## src/rtl/mips_pipe_pkg.sv

```systemverilog
// Shared pipeline types for the EX-stage stall sequencer.
// Holds the mult/div sequencing state encoding and the hard-wired zero register index.
package mips_pipe_pkg;

  typedef enum logic [1:0] {
    IDLE = 2'd0,
    BUSY = 2'd1,
    DONE = 2'd2
  } mdu_state_t;

  localparam logic [4:0] REG_ZERO = 5'd0;

endpackage

```

## src/rtl/ex_load_use_detect.sv

```systemverilog
// Load-use hazard compare: a load in EX whose destination is read by the
// instruction in ID cannot be covered by forwarding. Register 0 never hazards.
module ex_load_use_detect
  import mips_pipe_pkg::*;
(
  input  logic       id_valid,
  input  logic [4:0] id_rs,
  input  logic [4:0] id_rt,
  input  logic       id_usesRt,
  input  logic       ex_memRead,
  input  logic [4:0] ex_rt,
  output logic       hazard
);

  // Destination match against Rs always, against Rt only when ID reads it
  always_comb begin
    hazard = id_valid & ex_memRead & (ex_rt != REG_ZERO) &
             ((ex_rt == id_rs) | (id_usesRt & (ex_rt == id_rt)));
  end

endmodule

```

## src/rtl/ex_stall_sequencer.sv

```systemverilog
// EX-stage stall/bubble controller: one-cycle load-use stalls and multi-cycle
// mult/div holds. Outputs are combinational decodes of state and inputs.
// Optional feature macro STALL_PERF_EN adds saturating 32-bit counters
// perf_luStall and perf_mduStall (and ports of the same names).
module ex_stall_sequencer
  import mips_pipe_pkg::*;
#(
  parameter int MDU_LATENCY = 32,  // EX cycles per mult/div including issue, 2..63
  parameter int CNT_W       = 6    // 2**CNT_W must exceed MDU_LATENCY
) (
  input  logic        clk,
  input  logic        rst,
  input  logic        id_valid,
  input  logic [4:0]  id_rs,
  input  logic [4:0]  id_rt,
  input  logic        id_usesRt,
  input  logic        ex_memRead,
  input  logic [4:0]  ex_rt,
  input  logic        ex_mduReq,
  input  logic        ex_abort,
  output logic        pcWrite,
  output logic        ifidWrite,
  output logic        idexWrite,
  output logic        idexBubble,
  output logic        exmemBubble,
  output logic        mdu_start,
  output logic        mdu_done,
  output logic        busy
`ifdef STALL_PERF_EN
  ,
  output logic [31:0] perf_luStall,
  output logic [31:0] perf_mduStall
`endif
);

  // BUSY lasts MDU_LATENCY-1 cycles: counter runs from LATENCY-2 down to 0
  localparam logic [CNT_W-1:0] CNT_LOAD = CNT_W'(MDU_LATENCY - 2);

  mdu_state_t       state, state_next;
  logic [CNT_W-1:0] cnt, cnt_next;
  logic             hazard;
  logic             issue;
  logic             holding;

  ex_load_use_detect u_detect (
    .id_valid   (id_valid),
    .id_rs      (id_rs),
    .id_rt      (id_rt),
    .id_usesRt  (id_usesRt),
    .ex_memRead (ex_memRead),
    .ex_rt      (ex_rt),
    .hazard     (hazard)
  );

  // Issue is a fresh mult/div seen while idle; in DONE the request is the same
  // instruction leaving EX, so it is not re-issued.
  assign issue   = (state == IDLE) & ex_mduReq;
  assign holding = issue | (state == BUSY);

  // Output decode: MDU hold wins over load-use, which only stalls when not holding
  always_comb begin
    pcWrite     = 1'b1;
    ifidWrite   = 1'b1;
    idexWrite   = 1'b1;
    idexBubble  = 1'b0;
    exmemBubble = 1'b0;
    mdu_start   = issue;
    mdu_done    = (state == DONE);
    busy        = (state != IDLE);
    if (holding) begin
      pcWrite     = 1'b0;
      ifidWrite   = 1'b0;
      idexWrite   = 1'b0;
      exmemBubble = 1'b1;
    end else if (hazard) begin
      pcWrite    = 1'b0;
      ifidWrite  = 1'b0;
      idexBubble = 1'b1;
    end
  end

  // Next-state and counter: abort during issue or BUSY drops straight to IDLE
  always_comb begin
    state_next = state;
    cnt_next   = cnt;
    case (state)
      IDLE: begin
        if (ex_mduReq && !ex_abort) begin
          state_next = BUSY;
          cnt_next   = CNT_LOAD;
        end else begin
          cnt_next = '0;
        end
      end
      BUSY: begin
        if (ex_abort) begin
          state_next = IDLE;
          cnt_next   = '0;
        end else if (cnt == '0) begin
          state_next = DONE;
        end else begin
          cnt_next = cnt - CNT_W'(1);
        end
      end
      DONE: begin
        state_next = IDLE;
        cnt_next   = '0;
      end
      default: begin
        state_next = IDLE;
        cnt_next   = '0;
      end
    endcase
  end

  // State and counter registers
  always_ff @(posedge clk or negedge rst) begin
    if (!rst) begin
      state <= IDLE;
      cnt   <= '0;
    end else begin
      state <= state_next;
      cnt   <= cnt_next;
    end
  end

`ifdef STALL_PERF_EN
  logic lu_stall;
  assign lu_stall = hazard & ~holding;

  // Saturating stall-cycle counters
  always_ff @(posedge clk or negedge rst) begin
    if (!rst) begin
      perf_luStall  <= '0;
      perf_mduStall <= '0;
    end else begin
      if (lu_stall && (perf_luStall != 32'hFFFF_FFFF))
        perf_luStall <= perf_luStall + 32'd1;
      if (holding && (perf_mduStall != 32'hFFFF_FFFF))
        perf_mduStall <= perf_mduStall + 32'd1;
    end
  end
`endif

endmodule

```

## config.mk

```make
export PLATFORM = sky130hd
export DESIGN_NAME = ex_stall_sequencer
export DESIGN_NICKNAME = d
export VERILOG_FILES = /design/src/rtl/mips_pipe_pkg.sv /design/src/rtl/ex_load_use_detect.sv /design/src/rtl/ex_stall_sequencer.sv
export SDC_FILE = /design/constraint.sdc
export NUM_CORES = 1
export LEC_CHECK = 0
export CAP_MARGIN = 10
export CORE_UTILIZATION = 38
export CTS_BUF_LIST = sky130_fd_sc_hd__clkbuf_16
export DETAILED_ROUTE_END_ITERATION = 8
export MAX_ROUTING_LAYER = met4
export PLACE_DENSITY = 0.84
export SYNTH_ARGS = -nofsm -noshare
export SYNTH_HDL_FRONTEND = slang
export SYNTH_SLANG_ARGS = --single-unit
```

## constraint.sdc

```tcl
create_clock -name clk -period 2.3 [get_ports clk]
set_input_delay 0.46 -clock clk [delete_from_list [all_inputs] [get_ports clk]]
set_output_delay 0.46 -clock clk [all_outputs]
set_load 0.03 [all_outputs]
```

==> flow_summary.ini, run 1 <==
[timing]
period_share_pct = 98.03
slew_violations = 0
finalHoldViolations = 0
fin_worst_skew_ns = 0.002026
worst_slew_pin_slew_ns = 0.4875
max_freq_mhz = 443.5
fin_crit_ns = 2.255
slew_headroom_pct = 67.43
finalSetupViolCount = 0

[synthesis]
synth_compound_area_share_pct = 9.874
ys.warnings.count = 0
syn_inst = 64
muxShareOfSynthArea_pct = 2.521
synth_area_per_cell_um2 = 9.306
synth-edff-count = 0
yosysTopAreaCell = dfrtp_1
synth-seq-cells = 8
synthFlopType = dfrtp_1
syn-num-nets = 87
yosysSeqAreaShare_pct = 33.61
yosysTopAreaCellShare_pct = 33.61
ys_async_sr_fraction_pct = 100.0
synth.cell_area_um2 = 595.6
ys_types = 28
yosys.area_share.adder_pct = 2.101
synth_top_family_by_area = simple AND/OR/NAND/NOR gates
yosys-top-cells-area = dfrtp_1, xnor2_1, xor2_1, nor2_1, a21oi_1
synth-simple-area-share_pct = 26.68
synth-xor-area-share_pct = 22.06

[global_route]
overflow = 0
gr-usage-met1_pct = 25.07
antenna_found_initial = 0
use_met2_pct = 39.06
grt_max_degree = 9
globalRouteMet3Util_pct = 7.826
top_usage_layer = met2
grt_pass1_wl_mm = 2.801
grt_usage_pct = 22.21
grt_pass1_vias = 638

[die]
die_h_um = 41.59
boundaryPins = 30
fp.dieArea_um2 = 1730
die_w_um = 41.59
core_um2 = 1383
initial_core_util_pct = 43.08
rows = 13

[clock_network]
cts.htree.levels = 1
clock_latency_ns = 0.23
cts.path.max_buffers = 2
clock-sinks = 8
cts_buffers = 3
ctsHoldBuffers = 0
cts_tree = built
clk_pin_slew_ns = 0.04
root_buffer = clkbuf_16

[worst_setup_path]
crit_type = in -> out
setup.worst_path.start_class = input pin
required_ns = 1.84
end_kind = output pin
arrival_ns = 1.79
crit_fanout = 2

[drt]
wl_per_cell_um = 14.37
post-route-drc-count = 0
routed_via_density = 5.000
vias = 595
dr.first_iter.drc_count = 10
postRouteWirelength_mm = 1.710
ant_nets = 0
drt_pass1_iterations = 4

[layout]
areaGrowthSynthToFinish_pct = 77.52
drive_gt1_share_pct = 25.96
diodes = 0
layout.nets = 129
fin_util_pct = 76.47
fill_cells = 99

[pwr]
p_per_area_nw_per_um2 = 824.7
ir_drop_mv = 0.7847
p_leak_nw = 0.4901
power_mw = 0.8719

[place]
routabilityCongestion = 0.8791
dp_hpwl_mm = 1.262
io_buffer_count = 29

[worst_hold_path]
hold_class = in -> async

[run_status]
run_status = complete, no violations

[flow_run]
drv_cap = 0
cell usage in the layout (no fill, tap or decap), drive strengths merged, types with 2 or more instances in the layout:
master | synthesis | layout
buf | 1 | 13
xnor2 | 11 | 11
a21oi | 4 | 4
o21ai | 2 | 2
clkdlybuf4s50 | 0 | 18
xor2 | 4 | 4
nand2 | 3 | 3
nor2b | 2 | 2
dfrtp | 8 | 8
dlymetal6s2s | 0 | 2
nor2 | 7 | 7
inv | 3 | 3
clkbuf | 0 | 4
nor3b | 4 | 4
nor3 | 2 | 2
dlygate4sd2 | 0 | 3
final timing paths:
path	cells past startpoint	startpoint	endpoint	slack [ns]
worst max-delay path	6	ex_rt[0]	ifidWrite	0.05
worst min-delay path	1	rst	cnt[5]	0.52
worst max register to register	6	cnt[0]	cnt[1]	0.52
worst min register to register	2	cnt[5]	cnt[5]	0.66
max in group asynchronous	1	rst	cnt[2]	1.52
min in group clk	2	cnt[5]	cnt[5]	0.66
worst max-delay path, stage by stage:
cell	delay, ns
dlygate4sd2_1	0.24
or3_1	0.33
o311a_1	0.32
buf_6	0.13
a21oi_4	0.16
buf_6	0.15
routing by layer:
| layer | vias to the layer above | share of wire, % |
|---|---|---|
| met5 | - | 0 |
| met4 | 0 | 0.41 |
| met3 | 2 | 4.1 |
| met2 | 12 | 55 |
| met1 | 284 | 41 |
| li1 | 297 | - |
final cells by class:
| type | count | area (um^2) | share of cell area, % |
|---|---|---|---|
| Multi-Input combinational cell | 52 | 394.1 | 37.28 |
| Tap cell | 15 | 18.77 | 1.775 |
| Sequential cell | 8 | 200.2 | 18.93 |
| Clock buffer | 3 | 75.07 | 7.101 |
| Timing Repair Buffer | 38 | 357.8 | 33.85 |
| Inverter | 3 | 11.26 | 1.065 |
flip-flops by register name, indices dropped and copies added (netlist names):
register  count
cnt           6
state         2
synthesized netlist by cell type (2+ instances only):
| library cell | number |
|---|---|
| nand2_1 | 3 |
| nor3_1 | 2 |
| nor2b_1 | 2 |
| a21oi_1 | 4 |
| xor2_1 | 4 |
| inv_1 | 3 |
| xnor2_1 | 11 |
| nor2_1 | 7 |
| dfrtp_1 | 8 |
| nor3b_1 | 2 |
per-stage QoR:
stage / hold slack [ns] / setup slack, ns / TNS [ns] / instances / instance area [um^2]
2_1_floorplan: 0.1644 / 0.1250 / 0 / 64 / 599.3
3_3_place_gp: 0.6069 / -0.4943 / -0.8272 / 116 / 958.4
3_5_place_dp: 0.6307 / -0.5122 / -0.8617 / 116 / 958.4
4_1_cts: 0.5177 / 0.005500 / 0 / 119 / 1039
5_1_grt: 0.5526 / -0.01973 / -0.01973 / 119 / 1057
6_report: 0.5152 / 0.04523 / 0 / 119 / 1057
repair_timing:
| item | 4_1_cts | 5_1_grt |
|---|---|---|
| setup buffers | 0 | 0 |
| resized for setup | 12 | 6 |
| pin swaps | 3 | 4 |
| setup endpoints to repair | 4 | 3 |
report_power, final:
group	total, mW	leakage [nW]	switching [mW]	internal [mW]
Sequential	0.198	0.106	0.0300	0.168
Clock	0.287	0.0370	0.0634	0.224
Combinational	0.387	0.347	0.190	0.197
logic make-up after synthesis:
logic type               Yosys count
AO/OA/AOI/OAI                      9
XOR/XNOR                          15
adder cells (fa/ha/maj)            1
buffers and inverters              4
flip-flops                         8
multiplexers                       1
AND/OR/NAND/NOR                   26
Power figures use the tool's default switching activity.
==> run 2: changes to the inputs <==
--- a/config.mk
+++ b/config.mk
@@ -9,8 +9,8 @@
 export CORE_UTILIZATION = 38
 export CTS_BUF_LIST = sky130_fd_sc_hd__clkbuf_16
 export DETAILED_ROUTE_END_ITERATION = 8
-export MAX_ROUTING_LAYER = met4
 export PLACE_DENSITY = 0.84
+export SLEW_MARGIN = 25
 export SYNTH_ARGS = -nofsm -noshare
 export SYNTH_HDL_FRONTEND = slang
 export SYNTH_SLANG_ARGS = --single-unit
==> results of run 2 <==
The final DEF is identical to that of run 1; final timing and power are the same.
Among the figures that moved: final weighted congestion in routability-driven placement 0.8791 -> 0.8651; overall routing resource usage 22.21% -> 21.61%
